### src/rtl/cpu_pkg.sv
// Shared encodings for the 8-bit CPU: sequencer states, opcodes, ALU and bus select codes.
// Decode helpers let the controller classify an opcode in one place.
package cpu_pkg;

    typedef enum logic [3:0] {
        S_FETCH0 = 4'd0,
        S_FETCH1 = 4'd1,
        S_FETCH2 = 4'd2,
        S_DECODE = 4'd3,
        S_OP0    = 4'd4,
        S_OP1    = 4'd5,
        S_OP2    = 4'd6,
        S_OP3    = 4'd7,
        S_OP4    = 4'd8,
        S_HALT   = 4'd9
    } state_t;

    localparam logic [7:0] OP_LDA_IMM = 8'h86;
    localparam logic [7:0] OP_LDA_DIR = 8'h87;
    localparam logic [7:0] OP_LDB_IMM = 8'h88;
    localparam logic [7:0] OP_LDB_DIR = 8'h89;
    localparam logic [7:0] OP_STA_DIR = 8'h96;
    localparam logic [7:0] OP_STB_DIR = 8'h97;
    localparam logic [7:0] OP_ADD_AB  = 8'h42;
    localparam logic [7:0] OP_SUB_AB  = 8'h43;
    localparam logic [7:0] OP_AND_AB  = 8'h44;
    localparam logic [7:0] OP_OR_AB   = 8'h45;
    localparam logic [7:0] OP_INCA    = 8'h46;
    localparam logic [7:0] OP_INCB    = 8'h47;
    localparam logic [7:0] OP_DECA    = 8'h48;
    localparam logic [7:0] OP_DECB    = 8'h49;
    localparam logic [7:0] OP_BRA     = 8'h20;
    localparam logic [7:0] OP_BMI     = 8'h21;
    localparam logic [7:0] OP_BEQ     = 8'h23;
    localparam logic [7:0] OP_BNE     = 8'h24;
    localparam logic [7:0] OP_BVS     = 8'h25;
    localparam logic [7:0] OP_BCS     = 8'h27;
    localparam logic [7:0] OP_HALT    = 8'hFF;

    localparam logic [2:0] ALU_ADD = 3'b000;
    localparam logic [2:0] ALU_SUB = 3'b001;
    localparam logic [2:0] ALU_AND = 3'b010;
    localparam logic [2:0] ALU_OR  = 3'b011;
    localparam logic [2:0] ALU_INC = 3'b100;
    localparam logic [2:0] ALU_DEC = 3'b101;

    localparam logic [1:0] BUS1_PC = 2'b00;
    localparam logic [1:0] BUS1_A  = 2'b01;
    localparam logic [1:0] BUS1_B  = 2'b10;

    localparam logic [1:0] BUS2_ALU  = 2'b00;
    localparam logic [1:0] BUS2_BUS1 = 2'b01;
    localparam logic [1:0] BUS2_MEM  = 2'b10;

    function automatic logic is_ld_imm(input logic [7:0] op);
        return (op == OP_LDA_IMM) || (op == OP_LDB_IMM);
    endfunction

    function automatic logic is_ld_dir(input logic [7:0] op);
        return (op == OP_LDA_DIR) || (op == OP_LDB_DIR);
    endfunction

    function automatic logic is_store(input logic [7:0] op);
        return (op == OP_STA_DIR) || (op == OP_STB_DIR);
    endfunction

    function automatic logic is_alu_ab(input logic [7:0] op);
        return (op == OP_ADD_AB) || (op == OP_SUB_AB) || (op == OP_AND_AB) || (op == OP_OR_AB);
    endfunction

    function automatic logic is_incdec(input logic [7:0] op);
        return (op == OP_INCA) || (op == OP_INCB) || (op == OP_DECA) || (op == OP_DECB);
    endfunction

    function automatic logic is_branch(input logic [7:0] op);
        return (op == OP_BRA) || (op == OP_BMI) || (op == OP_BEQ) ||
               (op == OP_BNE) || (op == OP_BVS) || (op == OP_BCS);
    endfunction

    function automatic logic is_known(input logic [7:0] op);
        return is_ld_imm(op) || is_ld_dir(op) || is_store(op) ||
               is_alu_ab(op) || is_incdec(op) || is_branch(op);
    endfunction

    function automatic logic [2:0] alu_sel_of(input logic [7:0] op);
        logic [2:0] sel;
        case (op)
            OP_SUB_AB:        sel = ALU_SUB;
            OP_AND_AB:        sel = ALU_AND;
            OP_OR_AB:         sel = ALU_OR;
            OP_INCA, OP_INCB: sel = ALU_INC;
            OP_DECA, OP_DECB: sel = ALU_DEC;
            default:          sel = ALU_ADD;
        endcase
        return sel;
    endfunction

endpackage

### src/rtl/branch_cond.sv
// Branch condition evaluator: decides from the opcode and the {N,Z,V,C} flags whether a branch is taken.
// Non-branch opcodes always report not-taken.
module branch_cond
    import cpu_pkg::*;
(
    input  logic [7:0] i_ir,
    input  logic [3:0] i_nzvc,
    output logic       o_taken
);

    always_comb begin
        o_taken = 1'b0;
        case (i_ir)
            OP_BRA:  o_taken = 1'b1;
            OP_BMI:  o_taken = i_nzvc[3];
            OP_BEQ:  o_taken = i_nzvc[2];
            OP_BNE:  o_taken = ~i_nzvc[2];
            OP_BVS:  o_taken = i_nzvc[1];
            OP_BCS:  o_taken = i_nzvc[0];
            default: o_taken = 1'b0;
        endcase
    end

endmodule

### src/rtl/control_unit.sv
// Moore fetch-decode-execute sequencer driving every datapath strobe and the memory write.
// The FSM state is exported on o_dbg_state; all other outputs are held at 0 while reset is high.
module control_unit
    import cpu_pkg::*;
(
    input  logic       clk,
    input  logic       reset,
    input  logic [7:0] IR,
    input  logic [3:0] CCR_Result,
    output logic       IR_Load,
    output logic       MAR_Load,
    output logic       PC_Load,
    output logic       PC_Inc,
    output logic       A_Load,
    output logic       B_Load,
    output logic [2:0] ALU_Sel,
    output logic       CCR_Load,
    output logic [1:0] Bus1_Sel,
    output logic [1:0] Bus2_Sel,
    output logic       write,
    output logic       halted,
    output state_t     o_dbg_state
);

    state_t r_state;
    state_t w_next_state;
    logic   r_taken;
    logic   w_taken;

    branch_cond u_branch_cond (
        .i_ir    (IR),
        .i_nzvc  (CCR_Result),
        .o_taken (w_taken)
    );

    assign o_dbg_state = r_state;

    always_ff @(posedge clk) begin
        if (reset) begin
            r_state <= S_FETCH0;
            r_taken <= 1'b0;
        end else begin
            r_state <= w_next_state;
            // Flags are sampled once in decode so the execute states see a stable decision.
            if (r_state == S_DECODE) begin
                r_taken <= w_taken;
            end
        end
    end

    always_comb begin
        w_next_state = r_state;
        case (r_state)
            S_FETCH0: w_next_state = S_FETCH1;
            S_FETCH1: w_next_state = S_FETCH2;
            S_FETCH2: w_next_state = S_DECODE;
            S_DECODE: begin
                if (IR == OP_HALT) begin
                    w_next_state = S_HALT;
                end else if (is_known(IR)) begin
                    w_next_state = S_OP0;
                end else begin
                    w_next_state = S_FETCH0;
                end
            end
            S_OP0: begin
                if (is_alu_ab(IR) || is_incdec(IR) || (is_branch(IR) && !r_taken)) begin
                    w_next_state = S_FETCH0;
                end else begin
                    w_next_state = S_OP1;
                end
            end
            S_OP1:   w_next_state = S_OP2;
            S_OP2:   w_next_state = (is_ld_imm(IR) || is_branch(IR)) ? S_FETCH0 : S_OP3;
            S_OP3:   w_next_state = is_store(IR) ? S_FETCH0 : S_OP4;
            S_OP4:   w_next_state = S_FETCH0;
            S_HALT:  w_next_state = S_HALT;
            default: w_next_state = S_FETCH0;
        endcase
    end

    always_comb begin
        IR_Load  = 1'b0;
        MAR_Load = 1'b0;
        PC_Load  = 1'b0;
        PC_Inc   = 1'b0;
        A_Load   = 1'b0;
        B_Load   = 1'b0;
        ALU_Sel  = ALU_ADD;
        CCR_Load = 1'b0;
        Bus1_Sel = BUS1_PC;
        Bus2_Sel = BUS2_ALU;
        write    = 1'b0;
        halted   = 1'b0;
        if (!reset) begin
            case (r_state)
                S_FETCH0: begin
                    Bus1_Sel = BUS1_PC;
                    Bus2_Sel = BUS2_BUS1;
                    MAR_Load = 1'b1;
                end
                S_FETCH1: PC_Inc = 1'b1;
                S_FETCH2: begin
                    Bus2_Sel = BUS2_MEM;
                    IR_Load  = 1'b1;
                end
                S_OP0: begin
                    if (is_ld_imm(IR) || is_ld_dir(IR) || is_store(IR) ||
                        (is_branch(IR) && r_taken)) begin
                        Bus1_Sel = BUS1_PC;
                        Bus2_Sel = BUS2_BUS1;
                        MAR_Load = 1'b1;
                    end else if (is_branch(IR)) begin
                        PC_Inc = 1'b1;
                    end else if (is_alu_ab(IR) || is_incdec(IR)) begin
                        Bus1_Sel = (IR == OP_INCB || IR == OP_DECB) ? BUS1_B : BUS1_A;
                        Bus2_Sel = BUS2_ALU;
                        ALU_Sel  = alu_sel_of(IR);
                        CCR_Load = 1'b1;
                        if (IR == OP_INCB || IR == OP_DECB) begin
                            B_Load = 1'b1;
                        end else begin
                            A_Load = 1'b1;
                        end
                    end
                end
                S_OP1: begin
                    // Taken branches only wait here for the operand read.
                    if (is_ld_imm(IR) || is_ld_dir(IR) || is_store(IR)) begin
                        PC_Inc = 1'b1;
                    end
                end
                S_OP2: begin
                    Bus2_Sel = BUS2_MEM;
                    if (is_ld_imm(IR)) begin
                        A_Load = (IR == OP_LDA_IMM);
                        B_Load = (IR == OP_LDB_IMM);
                    end else if (is_ld_dir(IR) || is_store(IR)) begin
                        MAR_Load = 1'b1;
                    end else if (is_branch(IR)) begin
                        PC_Load = 1'b1;
                    end
                end
                S_OP3: begin
                    if (is_store(IR)) begin
                        Bus1_Sel = (IR == OP_STA_DIR) ? BUS1_A : BUS1_B;
                        write    = 1'b1;
                    end
                end
                S_OP4: begin
                    if (is_ld_dir(IR)) begin
                        Bus2_Sel = BUS2_MEM;
                        A_Load   = (IR == OP_LDA_DIR);
                        B_Load   = (IR == OP_LDB_DIR);
                    end
                end
                S_HALT:  halted = 1'b1;
                default: halted = 1'b0;
            endcase
        end
    end

endmodule

### config.mk
export PLATFORM = sky130hd
export DESIGN_NAME = control_unit
export DESIGN_NICKNAME = d
export VERILOG_FILES = /design/src/rtl/cpu_pkg.sv /design/src/rtl/branch_cond.sv /design/src/rtl/control_unit.sv
export SDC_FILE = /design/constraint.sdc
export NUM_CORES = 1
export LEC_CHECK = 0
export BUFFER_PORTS_ARGS = -buffer_cell sky130_fd_sc_hd__buf_2
export CORE_UTILIZATION = 49
export CTS_CLUSTER_SIZE = 12
export DETAILED_ROUTE_END_ITERATION = 8
export GPL_TIMING_DRIVEN = 0
export HOLD_SLACK_MARGIN = 0.08
export PLACE_DENSITY = 0.83
export SYNTH_ARGS = -nofsm -noshare
export SYNTH_HDL_FRONTEND = slang
export SYNTH_HIERARCHICAL = 1
export SYNTH_SLANG_ARGS = --single-unit
### constraint.sdc
create_clock -name clk -period 2.6 [get_ports clk]
set_clock_uncertainty 0.2 [all_clocks]
set_input_delay 0.52 -clock clk [delete_from_list [all_inputs] [get_ports clk]]
set_output_delay 0.52 -clock clk [all_outputs]
set_load 0.1 [all_outputs]
==> results_dict.tcl, run 1 <==
set metrics [dict create \
    ctsResizeCount 80 \
    clk_path_buf_depth 2 \
    ys.flop_type "dfxtp_1" \
    synth_area_leaders "dfxtp_1, a21oi_1, nand2b_1" \
    ys_top_cells_by_count "nor2_1, a21oi_1, nand2b_1" \
    ys_types 55 \
    synth_area_sq_um 925 \
    synth_most_common_cell "nor2_1" \
    num_rows 15 \
    synthAdderAreaFrac_pct 0 \
    die_h_um 45.4 \
    yosysWarnings 6 \
    ios 34 \
    placedInstanceArea_sq_um 1320 \
    die_width_um 45.4 \
    place.gp.congestion 0.894 \
    cts_buffers 3 \
    post_cts_buffers 17 \
    lastStage "clock tree synthesis" \
    numClockSinks 5 \
    dpl.hpwl_um 2160 \
    htree_levels 1 \
    synth-seq-cells 5 \
    avgSynthCellArea_sq_um 7.71 \
    synthCells 120 \
    root_buffer "clkbuf_4" \
    async_flop_share_pct 0 \
    firstError "[ERROR DPL-0038] Utilization greater than 100%, impossible to legalize" \
    numPortBuffers 33 \
    synth_compound_area_share_pct 23.7 \
    yosys.area_share.simple_pct 53.2 \
    ys_seq_area_share_pct 10.8 \
    synth_xor_area_share_pct 0.947 \
    synth_nets 134 \
    synthMuxAreaShare_pct 4.74 \
    start_util_pct 53.0 \
    yosysTopAreaCell "dfxtp_1" \
    outcome "did not finish" \
    ctsHoldBuffers 0 \
    synth_edf_count 0 \
    synth_top_family_by_area "simple AND/OR/NAND/NOR gates" \
    synth_top_area_share_pct 10.8 \
]
-- through the flow --
step	setup slack (ps)	hold WS, ps	utilization, %	cells
floorplan	-615	300	-	120
global placement	-543	334	75.6	178
detailed placement	-562	359	75.6	178
-- kinds of logic after synthesis --
group,Yosys count
buffers and inverters,12
multiplexers,4
XOR/XNOR,1
flip-flops,5
AO/OA/AOI/OAI,32
AND/OR/NAND/NOR,66
==> run 2: changes to the inputs <==
CORE_AREA = 2 2 63 65   (was unset)
CORE_UTILIZATION = unset   (was 49)
CTS_CLUSTER_SIZE = unset   (was 12)
DIE_AREA = 0 0 65 67   (was unset)
HOLD_SLACK_MARGIN = unset   (was 0.08)
PLACE_DENSITY = unset   (was 0.83)
PLACE_DENSITY_LB_ADDON = 0.15   (was unset)
==> run 2 against run 1 <==
Net effect: synthesized area stayed put; the flow now finishes, with violations (setup timing); synthesized cell count stayed put.
==> results_dict.tcl, run 2 <==
set metrics [dict create \
    synth-seq-cells 5 \
    clock_latency_ps 220 \
    crit_fanout 4 \
    p_leak_nw 0.693 \
    worst-path-buf-inv 2 \
    setup-tns-final_ps -1220 \
    synth_nets 134 \
    dr.pass1.iters 4 \
    multi_input_area_sq_um 1020 \
    async_flop_share_pct 0 \
    slew_headroom_pct 57.5 \
    layout-drive-gt1-share_pct 60.7 \
    cts_buffers 3 \
    ctsHoldBuffers 0 \
    track_usage_pct 16.0 \
    yosysTopAreaCell "dfxtp_1" \
    synth_edf_count 0 \
    power_uw 464 \
    first_iter_violations 59 \
    ys_types 55 \
    dieArea_sq_um 4360 \
    synth_most_common_cell "nor2_1" \
    ys.flop_type "dfxtp_1" \
    slew_violations 0 \
    startpoint_type "register" \
    die_h_um 67 \
    grt_pass1_vias 1112 \
    antenna_left 0 \
    root_buffer "clkbuf_8" \
    layout_common_cells "buf_4, buf_2, buf_12" \
    peakVddDrop_uv 281 \
    ys_seq_area_share_pct 10.8 \
    drt-total-wl_um 3390 \
    synth_area_leaders "dfxtp_1, a21oi_1, nand2b_1" \
    clkTransAtPathRegs_ps 40 \
    synth_area_sq_um 925 \
    place.gp.congestion 0.815 \
    hp-class "register to register" \
    antenna_cells 0 \
    cp_common_cell "buf_6" \
    timing.final.crit_share_pct 108 \
    nFillCells 345 \
    critical_path.endpoint_type "primary output" \
    start_util_pct 25.6 \
    grt_max_degree 13 \
    area.sequential_sq_um 115 \
    num_rows 22 \
    period_minus_slack_ps 2800 \
    rsz0062_at_grt "true" \
    ys_top_cells_by_count "nor2_1, a21oi_1, nand2b_1" \
    largest_reg_flops 4 \
    area_growth_pct 100 \
    wl_per_cell_um 15.3 \
    ios 34 \
    cp_top_family "simple AND/OR/NAND/NOR gates" \
    cp_slowest_cell "or4b_4" \
    outcome "complete, but fails checks" \
    numPortBuffers 33 \
    yosysWarnings 6 \
    cap_violations 0 \
    power.density_nw_per_um2 250 \
    final_hold_viol_count 0 \
    drc 0 \
    nets 188 \
    htree_levels 1 \
    antenna_found_initial 0 \
    cts_tree "done" \
    path_class "register to primary output" \
    viasPerCell 5.14 \
    path_cells "or4b_4 > nor4_4 > buf_6 > nand2b_4 > nor4b_4 > buf_6" \
    layout_commonest_cell "buf_4" \
    avgSynthCellArea_sq_um 7.71 \
    setup_viol 11 \
    max_freq_mhz 358 \
    grt_remaining_overflow 0 \
    max_slew.worst_pin.slew_ps 630 \
    route.vias.total 1136 \
    clk_path_buf_depth 2 \
    dpl.hpwl_um 2290 \
    synthCells 120 \
    finalWorstSetupSlack_ps -196 \
    die_width_um 65 \
    grt_pass1_wl_um 5380 \
    violations "setup timing" \
    cp_data_arrival_time_ps 2080 \
    core-area_sq_um 3610 \
    synth_top_area_share_pct 10.8 \
    slowest_delay_ps 580 \
    worst_ep_required_time_ps 1880 \
    numClockSinks 5 \
]
==> run 2: cell type report <==
class | instances | area share (%)
Timing Repair Buffer | 53 | 30.1
Tap cell | 48 | 3.24
Multi-Input combinational cell | 103 | 55.3
Inverter | 2 | 0.405
Buffer | 6 | 2.30
Clock buffer | 4 | 2.43
Sequential cell | 5 | 6.22
==> run 2: final timing paths <==
| kind | from | endpoint | slack [ps] | cells past startpoint |
|---|---|---|---|---|
| max | o_dbg_state[0] | ALU_Sel[1] | -200 | 6 |
| min | r_taken | r_taken | 360 | 2 |
| max reg2reg | o_dbg_state[0] | o_dbg_state[2] | 780 | 5 |
| min reg2reg | r_taken | r_taken | 360 | 2 |
==> run 2: what timing repair did <==
action	CTS	global route
gates resized for setup	58	35
buffers inserted	6	14
setup endpoints to repair	14	15
pin swaps	11	14
==> run 2: stage by stage <==
stage / setup slack, ps / std cells / hold WS [ps] / utilization [%] / cell area (sq um)
after floorplan: -615 / 120 / 300 / - / 1120
after global placement: -577 / 201 / 349 / 37.4 / 1350
after detailed placement: -617 / 201 / 347 / 37.4 / 1350
after CTS: -296 / 210 / 355 / 45.8 / 1650
after global routing: -264 / 221 / 422 / 51.4 / 1850
final: -196 / 221 / 357 / 51.4 / 1850
==> run 2: metal layers <==
metal / track usage, % / vias up / part of all wire (%)
met5: 0 / - / 0
met4: 6.38 / 0 / 0.41
met3: 1.01 / 2 / 1.9
met2: 27.8 / 18 / 51
met1: 20.4 / 546 / 46
li1: - / 570 / -
==> run 2: cells by family after synthesis <==
logic type,count (synthesis),synth area share (%)
compound gates,32,23.7
xor+xnor,1,0.947
buf+inv,12,6.63
flops,5,10.8
mux,4,4.74
simple gates,66,53.2
==> run 2: power by group <==
part,switching [mW],internal (mW),total [mW]
sequential,0.00196,0.0779,0.0798
clock,0.0393,0.105,0.145
combinational,0.147,0.0923,0.239
==> run 2: worst min-delay path, delay by kind of cell, from the launching register on <==
kind	cells	cell delay, ps
simple gates	1	60
flops	1	320
mux	1	130
Power figures use the tool's default switching activity.
==> run 3: changes to the inputs <==
CTS_BUF_LIST = sky130_fd_sc_hd__clkbuf_16   (was unset)
==> run 3 against run 2 <==
Net effect: the flow still finishes with violations (setup timing); cell area grew 1.8%; sequential power is essentially flat; worst hold slack gained 5.5 ps; final cell count is the same; count of clock-buffer cells in the layout shrank 1; sequential share of layout area shrank 0.11 points; setup slack lost 17 ps; global-route usage is the same; sequential cell count is the same; clock power grew 79%; combinational power is essentially flat; critical path type unchanged; largest cell class unchanged.
==> results_dict.tcl, run 3 (synthesized netlist as in run 2, its figures left out) <==
set metrics [dict create \
    slew_headroom_pct 57.5 \
    peakVddDrop_uv 359 \
    startpoint_type "register" \
    path_cells "or4b_4 > nor4_4 > buf_6 > nand2b_4 > nor4b_4 > buf_6" \
    setup-tns-final_ps -1360 \
    dpl.hpwl_um 2290 \
    power.density_nw_per_um2 307 \
    layout_common_cells "buf_4, buf_2, buf_12" \
    r2r-end "o_dbg_state[2]" \
    area_growth_pct 104 \
    grt_remaining_overflow 0 \
    antenna_found_initial 0 \
    dieArea_sq_um 4360 \
    final_hold_viol_count 0 \
    start_util_pct 25.6 \
    r2r_start "o_dbg_state[0]" \
    drt-total-wl_um 3440 \
    setup_viol 11 \
    viasPerCell 5.24 \
    wl_per_cell_um 15.6 \
    ios 34 \
    min_to "r_taken" \
    htree_levels 1 \
    path_class "register to primary output" \
    final_cells 221 \
    die_h_um 67 \
    power_uw 579 \
    max_freq_mhz 356 \
    antenna_cells 0 \
    outcome "complete, but fails checks" \
    hp-class "register to register" \
    ctsHoldBuffers 0 \
    core-area_sq_um 3610 \
    layout-drive-gt1-share_pct 60.7 \
    first_iter_violations 60 \
    grt_max_degree 13 \
    critical_path.endpoint_type "primary output" \
    cts_tree "done" \
    fin_util_pct 52.3 \
    period_minus_slack_ps 2810 \
    numClockSinks 5 \
    hp-start "r_taken" \
    slowest_delay_ps 580 \
    die_width_um 65 \
    crit_start "o_dbg_state[0]" \
    reg2reg_slack_ps 780 \
    grt_pass1_vias 1123 \
    rsz0062_at_grt "true" \
    cp_data_arrival_time_ps 2090 \
    slew_violations 0 \
    dr.pass1.iters 4 \
    antenna_left 0 \
    drc 0 \
    violations "setup timing" \
    finalWorstSetupSlack_ps -213 \
    numPortBuffers 33 \
    layout_commonest_cell "buf_4" \
    p_leak_nw 0.713 \
    num_rows 22 \
    whs_path_depth 2 \
    grt_pass1_wl_um 5410 \
    cts_buffers 3 \
    cp_slowest_cell "or4b_4" \
    clkTransAtPathRegs_ps 40 \
    nets 188 \
    route.vias.total 1157 \
    root_buffer "clkbuf_16" \
    cap_violations 0 \
    timing.final.crit_share_pct 108 \
    crit_fanout 4 \
    clock_latency_ps 230 \
    worst_ep_required_time_ps 1880 \
    ff2ff_path_depth 5 \
    cp_common_cell "buf_6" \
    clk_path_buf_depth 2 \
    dpl.cell_count 201 \
    track_usage_pct 16.0 \
    nFillCells 344 \
    largest_reg_flops 4 \
    place.gp.congestion 0.815 \
    max_slew.worst_pin.slew_ps 630 \
]
==> run 3: worst max-delay path by stage <==
stage	depth (start not counted)	slack [ps]	endpoint
2_1_floorplan	4	-620	ALU_Sel[1]
3_3_place_gp	7	-580	MAR_Load
3_5_place_dp	7	-620	MAR_Load
4_1_cts	6	-300	ALU_Sel[1]
5_1_grt	6	-270	ALU_Sel[1]
6_report	6	-210	ALU_Sel[1]
==> run 3: where the power goes <==
group / leakage, nW / internal (mW) / switching, mW
combinational: 0.627 / 0.0923 / 0.147
clock: 0.0423 / 0.200 / 0.0595
sequential: 0.0436 / 0.0779 / 0.00206
==> run 3: final cells by class <==
cell class,instances,area [sq um],share of cell area (%)
Clock inverter,1,3.75,0.199
Buffer,6,42.5,2.26
Timing Repair Buffer,53,558,29.6
Inverter,2,7.51,0.398
Multi-Input combinational cell,103,1020,54.3
Sequential cell,5,115,6.10
Tap cell,48,60.1,3.19
Clock buffer,3,75.1,3.98
==> run 3: worst max-delay path: cells and delay by family, from the launching register on <==
family / cells / cell delay [ps]
DFF: 1 / 340
and+or+nand+nor: 4 / 1100
buffers and inverters: 2 / 420
==> run 3: per-layer routing <==
layer | GRT usage, % | part of all wire [%] | vias to the layer above
li1 | - | - | 569
met5 | 0 | 0 | -
met1 | 20.4 | 46 | 564
met4 | 5.59 | 0.96 | 0
met3 | 1.01 | 2.3 | 2
met2 | 28.2 | 51 | 22
==> run 3: repair_timing <==
| item | 4_1_cts | 5_1_grt |
|---|---|---|
| endpoints found under the setup margin | 14 | 15 |
| cloned | 0 | 0 |
| pin swaps | 11 | 14 |
| resized for setup | 58 | 35 |
| setup buffers | 6 | 14 |
==> run 3: stage by stage <==
step / setup WS [ps] / hold WS (ps) / cell area (sq um)
3_5_place_dp: -617 / 347 / 1350
5_1_grt: -270 / 411 / 1890
3_3_place_gp: -577 / 349 / 1350
6_report: -213 / 363 / 1890
4_1_cts: -301 / 354 / 1690
2_1_floorplan: -615 / 300 / 1120
